===== src/rtl/cpu_pkg.sv =====
// Shared definitions for the 5-stage CPU: opcode constants, branch-control
// encodings, scoreboard entry layout and operand-use decode.
package cpu_pkg;

  localparam int PC_W_DEF = 9;

  localparam logic [4:0] ALU  = 5'b00110;
  localparam logic [4:0] ALUI = 5'b00100;
  localparam logic [4:0] LW   = 5'b00010;
  localparam logic [4:0] SW   = 5'b00011;
  localparam logic [4:0] BEZ  = 5'b10000;
  localparam logic [4:0] BNEZ = 5'b01000;

  typedef enum logic [1:0] {
    BR_NONE = 2'b00,
    BR_BNEZ = 2'b01,
    BR_BEZ  = 2'b10
  } br_ctrl_e;

  typedef struct packed {
    logic       wr;
    logic [2:0] rd;
  } sb_entry_t;

  function automatic logic usesRs1(input logic [4:0] op);
    return (op == ALU) || (op == ALUI) || (op == LW) || (op == SW) ||
           (op == BEZ) || (op == BNEZ);
  endfunction

  function automatic logic usesRs2(input logic [4:0] op);
    return (op == ALU) || (op == LW) || (op == SW);
  endfunction

endpackage


===== src/rtl/hazard_scoreboard.sv =====
// Tracks in-flight register writes for EX/MEM/WB and raises stall when the
// instruction in ID reads a register that has not yet been written back.
module hazard_scoreboard
  import cpu_pkg::*;
(
  input  logic       clk,
  input  logic       reset,
  input  logic       id_valid_i,
  input  logic       flush_i,
  input  logic [4:0] id_op_i,
  input  logic [2:0] id_rd_i,
  input  logic [2:0] id_rs1_i,
  input  logic [2:0] id_rs2_i,
  input  logic       id_wr_i,
  output logic       stall_o,
  output logic       issue_o,
  output logic       busy_o
);

  sb_entry_t  sbEx_q, sbMem_q, sbWb_q, sbEx_d;
  logic [2:0] live_q;
  logic       useRs1, useRs2, rawHit;

  function automatic logic hits(input sb_entry_t e, input logic [2:0] rs,
                                input logic used);
    return used & e.wr & (e.rd == rs);
  endfunction

  assign useRs1 = usesRs1(id_op_i);
  assign useRs2 = usesRs2(id_op_i);

  // No forwarding and no register-file bypass, so WB still counts as a hazard.
  always_comb begin
    rawHit = hits(sbEx_q,  id_rs1_i, useRs1) | hits(sbEx_q,  id_rs2_i, useRs2) |
             hits(sbMem_q, id_rs1_i, useRs1) | hits(sbMem_q, id_rs2_i, useRs2) |
             hits(sbWb_q,  id_rs1_i, useRs1) | hits(sbWb_q,  id_rs2_i, useRs2);
  end

  assign stall_o = id_valid_i & ~flush_i & rawHit;
  assign issue_o = id_valid_i & ~stall_o & ~flush_i;

  always_comb begin
    sbEx_d = '0;
    if (issue_o) sbEx_d = {id_wr_i, id_rd_i};
  end

  always_ff @(posedge clk or posedge reset) begin
    if (reset) begin
      sbEx_q  <= '0;
      sbMem_q <= '0;
      sbWb_q  <= '0;
      live_q  <= '0;
    end else begin
      sbEx_q  <= sbEx_d;
      sbMem_q <= sbEx_q;
      sbWb_q  <= sbMem_q;
      live_q  <= {live_q[1:0], issue_o};
    end
  end

  assign busy_o = id_valid_i | sbEx_q.wr | sbMem_q.wr | sbWb_q.wr | (|live_q);

endmodule


===== src/rtl/pipe_ctrl.sv =====
// Pipeline sequencer: owns the fetch PC, the IF/ID valid bit and taken-branch
// flush; RAW hazard tracking is delegated to hazard_scoreboard.
module pipe_ctrl
  import cpu_pkg::*;
#(
  parameter int PC_W = PC_W_DEF
) (
  input  logic            clk,
  input  logic            reset,
  input  logic            run,
  input  logic            pc_load,
  input  logic [PC_W-1:0] pc_load_val,
  input  logic [4:0]      id_op,
  input  logic [2:0]      id_rd,
  input  logic [2:0]      id_rs1,
  input  logic [2:0]      id_rs2,
  input  logic [1:0]      id_wb_ctrl,
  input  logic [1:0]      ex_br_ctrl,
  input  logic            ex_rs1_zero,
  input  logic [PC_W-1:0] ex_br_target,
  output logic [PC_W-1:0] pc,
  output logic            imem_en,
  output logic            id_valid,
  output logic            stall,
  output logic            flush,
  output logic            id_ex_bubble,
  output logic            busy
);

  logic [PC_W-1:0] pc_q, pc_d;
  logic            idValid_q, idValid_d;
  logic            issue;
  logic            unusedWbHi;

  assign unusedWbHi = id_wb_ctrl[1];

  assign flush = ((ex_br_ctrl == BR_BEZ)  &  ex_rs1_zero) |
                 ((ex_br_ctrl == BR_BNEZ) & ~ex_rs1_zero);

  hazard_scoreboard u_sb (
    .clk        (clk),
    .reset      (reset),
    .id_valid_i (idValid_q),
    .flush_i    (flush),
    .id_op_i    (id_op),
    .id_rd_i    (id_rd),
    .id_rs1_i   (id_rs1),
    .id_rs2_i   (id_rs2),
    .id_wr_i    (id_wb_ctrl[0]),
    .stall_o    (stall),
    .issue_o    (issue),
    .busy_o     (busy)
  );

  // A taken branch outranks everything, including a stall in the same cycle.
  always_comb begin
    pc_d = pc_q;
    if (flush)                pc_d = ex_br_target;
    else if (!run && pc_load) pc_d = pc_load_val;
    else if (run && !stall)   pc_d = pc_q + 1'b1;
  end

  assign idValid_d = (run & ~flush) | (idValid_q & stall);

  always_ff @(posedge clk or posedge reset) begin
    if (reset) begin
      pc_q      <= '0;
      idValid_q <= 1'b0;
    end else begin
      pc_q      <= pc_d;
      idValid_q <= idValid_d;
    end
  end

  assign pc           = pc_q;
  assign id_valid     = idValid_q;
  assign imem_en      = (run & ~stall) | flush;
  assign id_ex_bubble = ~issue;

endmodule


===== config.mk =====
export PLATFORM = sky130hd
export DESIGN_NAME = pipe_ctrl
export DESIGN_NICKNAME = d
export VERILOG_FILES = /design/src/rtl/cpu_pkg.sv /design/src/rtl/hazard_scoreboard.sv /design/src/rtl/pipe_ctrl.sv
export SDC_FILE = /design/constraint.sdc
export NUM_CORES = 1
export LEC_CHECK = 0
export CORE_UTILIZATION = 47
export DETAILED_ROUTE_END_ITERATION = 8
export PLACE_DENSITY = 0.85
export SYNTH_ARGS = -nofsm -noshare
export SYNTH_HDL_FRONTEND = slang
export SYNTH_SLANG_ARGS = --single-unit

===== constraint.sdc =====
create_clock -name clk -period 4.09 [get_ports clk]
set_input_delay 0.818 -clock clk [delete_from_list [all_inputs] [get_ports clk]]
set_output_delay 0.818 -clock clk [all_outputs]
set_load 0.05 [all_outputs]

Word-level counts from Yosys, hierarchy flattened
Index checks and enable logic that the tools add are counted.
{"block": "totals", "inputBits": 41, "register_bits": 25, "out_inout_bits": 15}
{"block": "classes", "bitwise_logic": 37, "muxes": 4, "reduce_logical": 13, "add_sub_neg": 1, "n_eq_ne": 14}
{"operator": "$mux 9", "count": 3}
{"operator": "$and 1x1->1", "count": 21}
{"operator": "$eq 3x3->1", "count": 6}
{"operator": "$or 1x1->1", "count": 12}
{"operator": "$eq 5x2->1 const B", "count": 2}
{"operator": "$eq 5x3->1 const B", "count": 2}
{"operator": "$add 9x1->9 const B", "count": 1}
{"operator": "$logic_or 1x1->1", "count": 7}
{"operator": "$eq 5x4->1 const B", "count": 1}
{"operator": "$eq 5x5->1 const B", "count": 1}
{"operator": "$mux 4", "count": 1}
{"operator": "$not 1->1", "count": 4}
{"operator": "$reduce_bool 3->1", "count": 1}
{"operator": "$reduce_or 3->1", "count": 1}
{"operator": "$eq 2x1->1 const B", "count": 1}
{"operator": "$eq 2x2->1 const B", "count": 1}
{"operator": "$logic_and 1x1->1", "count": 2}
{"operator": "$logic_not 1->1", "count": 2}

Logic depth before layout (Yosys ltp)
{"block": "depth", "word_depth": 19, "mapped_depth": 7, "mapped_depth_nobuf": 7}

By module
Synthesis repeated with hierarchy kept, for this count alone.
{"block": "hier_totals", "hier_cells": 147, "area_unflattened_um2": 1415.1}
{"mod": "hazard_scoreboard", "cells_per_inst": 66, "instances": 1, "area_each_um2": 737.0, "seq_area_each_um2": 375.4}
{"mod": "pipe_ctrl", "cells_per_inst": 81, "instances": 1, "area_each_um2": 678.2, "seq_area_each_um2": 250.2}

Worst setup path before layout
Ideal clock, no wire load.
{"block": "synth_path", "path_kind": "input -> output", "startpoint": "input port ex_br_ctrl[1]", "endpoint": "output port imem_en", "t_arrival_ps": 2206, "stages": 4, "setup_slack_ps": 1066, "t_required_ps": 3272, "cell_sequence": "nand2b_1 -> o211ai_1 -> a311oi_1 -> a311oi_2"}
{"block": "synth_via", "elab_chain_len": 9}
{"element": "start: declaration", "line_no": "pipe_ctrl.sv:18", "source": "input logic [1:0] ex_br_ctrl,"}
{"element": "$eq 2x2->1 or $eq 2x1->1 (tied branches)", "line_no": "pipe_ctrl.sv:37, pipe_ctrl.sv:38"}
{"element": "$and 1x1->1 (on tied branches)", "line_no": "pipe_ctrl.sv:37, pipe_ctrl.sv:38"}
{"element": "$or 1x1->1 *", "line_no": "pipe_ctrl.sv:37", "source": "assign flush = ((ex_br_ctrl == BR_BEZ) & ex_rs1_zero) |"}
{"element": "$not 1->1", "line_no": "hazard_scoreboard.sv:39", "source": "assign stall_o = id_valid_i & ~flush_i & rawHit;"}
{"element": "$and 1x1->1 (2 in a row)", "line_no": "hazard_scoreboard.sv:39"}
{"element": "$not 1->1", "line_no": "pipe_ctrl.sv:77", "source": "assign imem_en = (run & ~stall) | flush;"}
{"element": "$and 1x1->1", "line_no": "pipe_ctrl.sv:77"}
{"element": "$or 1x1->1 *", "line_no": "pipe_ctrl.sv:77"}
{"element": "end: declaration", "line_no": "pipe_ctrl.sv:22", "source": "output logic imem_en,"}
Mark *: on every way between the ends. The rest lies on a longest branch, timed or not.

Worst setup path in the final report
{"block": "layout_path", "startpoint": "input port id_op[3]", "endpoint": "output port id_ex_bubble"}
{"block": "layout_via", "elab_chain_len": 18}
{"element": "start: declaration", "line_no": "pipe_ctrl.sv:13", "source": "input logic [4:0] id_op,"}
{"element": "$eq 5x3->1 (on tied branches)", "line_no": "cpu_pkg.sv:26, cpu_pkg.sv:31"}
{"element": "$logic_or 1x1->1 (4 in a row)", "line_no": "cpu_pkg.sv:26", "source": "return (op == ALU) || (op == ALUI) || (op == LW) || (op == SW) ||"}
{"element": "$logic_or 1x1->1", "line_no": "cpu_pkg.sv:27", "source": "(op == BEZ) || (op == BNEZ);"}
{"element": "$and 1x1->1 (2 in a row)", "line_no": "hazard_scoreboard.sv:26", "source": "return used & e.wr & (e.rd == rs);"}
{"element": "$or 1x1->1 (2 in a row)", "line_no": "hazard_scoreboard.sv:34", "source": "rawHit = hits(sbEx_q, id_rs1_i, useRs1) | hits(sbEx_q, id_rs2_i, useRs2) |"}
{"element": "$or 1x1->1 (2 in a row)", "line_no": "hazard_scoreboard.sv:35", "source": "hits(sbMem_q, id_rs1_i, useRs1) | hits(sbMem_q, id_rs2_i, useRs2) |"}
{"element": "$or 1x1->1 *", "line_no": "hazard_scoreboard.sv:36", "source": "hits(sbWb_q, id_rs1_i, useRs1) | hits(sbWb_q, id_rs2_i, useRs2);"}
{"element": "$and 1x1->1 *", "line_no": "hazard_scoreboard.sv:39"}
{"element": "$not 1->1 *", "line_no": "hazard_scoreboard.sv:40", "source": "assign issue_o = id_valid_i & ~stall_o & ~flush_i;"}
{"element": "$and 1x1->1 * (2 in a row)", "line_no": "hazard_scoreboard.sv:40"}
{"element": "via issue", "line_no": "pipe_ctrl.sv:32", "source": "logic issue;"}
{"element": "$not 1->1 *", "line_no": "pipe_ctrl.sv:78", "source": "assign id_ex_bubble = ~issue;"}
{"element": "end: declaration", "line_no": "pipe_ctrl.sv:26", "source": "output logic id_ex_bubble,"}
Mark *: on every way through the listed nets, which the timed path passes. The rest lies on a longest branch.

==> impl_metrics.ini <==
[route]
drc = 2
first_pass_iters = 6
viasPerCell = 5.51
drtIter0Drc = 32
wl_mm = 3.42
vias = 1316
wl_per_cell_um = 14.3
ant_nets = 0

[pwr]
total_power_mw = 0.840
clock_power_share_pct = 12.9
vdd_ir_drop_max_v = 0.000225
pwr-share-comb_pct = 46.9
switching_share_pct = 40.6
p_leak_nw = 0.832
p_switching_mw = 0.341
pwr-share-seq_pct = 40.2
pwr_density_cell_nw_per_um2 = 407
internal-power_mw = 0.499

[global_route]
grt-ovfl-total = 0
grt_first_pass_wirelength_mm = 5.62
grt_pass1_vias = 1269
antenna_found_initial = 0
grt_max_degree = 26
grt.total_usage_pct = 22.1

[synthesis]
synth_nets = 194
ys_warn_count = 0
synth_edf_count = 0
synthFlopType = dfrtp_1
synthCells = 152
syn_avg_cell_area_um2 = 9.52
ys_types = 34
synth_seq_cells = 25
ys_async_sr_fraction_pct = 100
synth_area_um2 = 1450
ys_seq_area_share_pct = 43.2

[cts]
clk-insertion-delay-late_ns = 0.32
post_cts_buffers = 0
numCtsBuffers = 3
h-tree-depth = 1
cts_sinks = 25
root_buffer = clkbuf_4
clkTransAtPathRegs_ns = 0.13
cts_tree = done
post_cts_resized = 0
ctsLongestPathBuffers = 2
hold_buffers = 0

[place]
port_buffers = 54
gp_congestion = 0.838
dpl.hpwl_mm = 2.77

[floorplanning]
io_pins = 56
die-area_um2 = 3310
die_w_um = 57.5
start_util_pct = 51.2
coreArea_um2 = 2830
die_h_um = 57.5
rows = 19

[worst_setup_path]
critPathArrivalTime_ns = 2.58
end_kind = primary output
path_cells = clkdlybuf4s50_1, inv_1, a41oi_1, o31ai_1, a21oi_1, and2_1, inv_1, buf_12
worstSetupPathType = input port to primary output
slowest_delay_ns = 0.54
cp.required_ns = 3.27
worst_path_most_repeated_cell = inv_1
cp_max_fo = 7
reg2regPathDepth = 6
worst_setup_path_start_kind = input port
critPathSlowestCell = clkdlybuf4s50_1

[run_status]
failed_checks = DRC
status = finished, violations left

[sta]
setup-violations-final = 0
skew_ns = 0.00858
whs_ns = 0.406
slew_headroom_pct = 39.7
rsz0062_at_grt = false
tightest_slew_ns = 0.904
setup_tns_ns = 0
max_clock_freq_mhz = 294
fin_crit_ns = 3.40
hold_viol = 0
drv_slew = 0
fin_crit_sh_pct = 83.0

[cells_and_area]
final_nets = 251
antenna_cells = 0
drive_above_1_share_pct = 9.13
area_growth_pct = 42.6

[min_path]
hold_path_class = flop to flop
worstHoldPathCells = 0

[run]
drv_cap = 0
[sequential cells by signal, indices dropped and copies added (netlist names)]
register / count
id_valid: 1
pc: 9
u_sb.sbMem_q: 4
u_sb.sbEx_q: 4
u_sb.live_q: 3
u_sb.sbWb_q: 4
[critical path, delay by kind of cell]
| kind | cells | cell delay (ns) |
|---|---|---|
| simple gates | 1 | 0.21 |
| buf+inv | 4 | 0.83 |
| compound gates | 3 | 0.73 |
[per-stage QoR]
stage          util, %  instances  worst slack, ns  instance area, µm²
4_1_cts           73.0        239            0.704                2060
3_3_place_gp      72.0        235            0.753                2040
3_5_place_dp      72.0        235            0.711                2040
6_report          73.0        239            0.693                2060
2_1_floorplan        -        152             1.07                1450
5_1_grt           73.0        239            0.443                2060
[area by class of cell]
class | count | area, µm²
Multi-Input combinational cell | 118 | 788
Inverter | 6 | 22.5
Sequential cell | 25 | 626
Timing Repair Buffer | 55 | 563
Clock buffer | 4 | 26.3
Tap cell | 31 | 38.8
Fill cell | 204 | 764
[path summary, 6_finish.rpt]
kind,startpoint,endpoint,slack [ns]
min reg2reg,u_sb.live_q[1]$_DFF_PP0_,u_sb.live_q[2]$_DFF_PP0_,0.41
max reg2reg,u_sb.sbMem_q[2]$_DFF_PP0_,pc[4]$_DFFE_PP0P_,1.91
min,u_sb.live_q[1]$_DFF_PP0_,u_sb.live_q[2]$_DFF_PP0_,0.41
max in group asynchronous,reset,u_sb.sbMem_q[0]$_DFF_PP0_,2.54
max,id_op[3],id_ex_bubble,0.69
min in group asynchronous,reset,pc[8]$_DFFE_PP0P_,1.00
[cell usage after synthesis (2+ instances only)]
| cell type | count | area share (%) |
|---|---|---|
| nand4_1 | 6 | 2.6 |
| xnor2_1 | 22 | 13 |
| nand2_1 | 23 | 6.0 |
| nand3_1 | 6 | 2.1 |
| nand2b_1 | 2 | 0.86 |
| o22ai_1 | 2 | 0.86 |
| a21oi_1 | 5 | 1.7 |
| nor3_1 | 2 | 0.69 |
| mux2i_1 | 2 | 1.4 |
| mux2_2 | 7 | 5.4 |
| o21ai_0 | 5 | 1.7 |
| nor2_1 | 9 | 2.3 |
| dfrtp_1 | 25 | 43 |
| xor2_1 | 3 | 1.8 |
| inv_1 | 6 | 1.6 |
| clkbuf_1 | 2 | 0.52 |
| and3_1 | 5 | 2.2 |
| o221ai_1 | 4 | 2.4 |
[layer usage]
metal  routed length [µm]  vias to the layer above  track usage (%)
met3                  167                        5             3.63
met4                   38                        0             7.67
met5                    0                        -                0
met1                 1440                      621             28.1
li1                     -                      648                -
met2                 1770                       42             38.0
[cell families (layout without fill, tap and decap cells)]
kind of cell	count (synthesis)	in the layout	synth area share, %
flip-flops	25	25	43.2
adder cells (fa/ha/maj)	1	1	0.864
multiplexers	9	9	6.83
buffers and inverters	9	65	2.33
XOR/XNOR	25	25	15.1
AND/OR/NAND/NOR	59	59	19.5
AO/OA/AOI/OAI	24	24	12.1
[placed cells by master (no fill, tap or decap), types with 2 or more instances in the layout]
cell,Yosys,final
a21oi_1,5,5
and3_1,5,5
buf_12,0,2
buf_4,0,3
clkbuf_4,0,3
clkdlybuf4s50_1,0,50
dfrtp_1,25,25
inv_1,6,6
mux2_2,7,7
mux2i_1,2,2
nand2_1,23,23
nand2b_1,2,2
nand3_1,6,6
nand4_1,6,6
nor2_1,9,9
nor3_1,2,2
o21ai_0,5,5
o221ai_1,4,4
o22ai_1,2,2
xnor2_1,22,22
xor2_1,3,3
[power groups by stage]
stage | Combinational, mW | Clock, mW | Sequential [mW]
global route | 0.418 | 0.121 | 0.344
finish | 0.394 | 0.108 | 0.338
detailed placement | 0.396 | 0 | 0.342
floorplan | 0.151 | 0 | 0.436
CTS | 0.397 | 0.111 | 0.337
global placement | 0.387 | 0 | 0.339
Power figures use the tool's default switching activity.
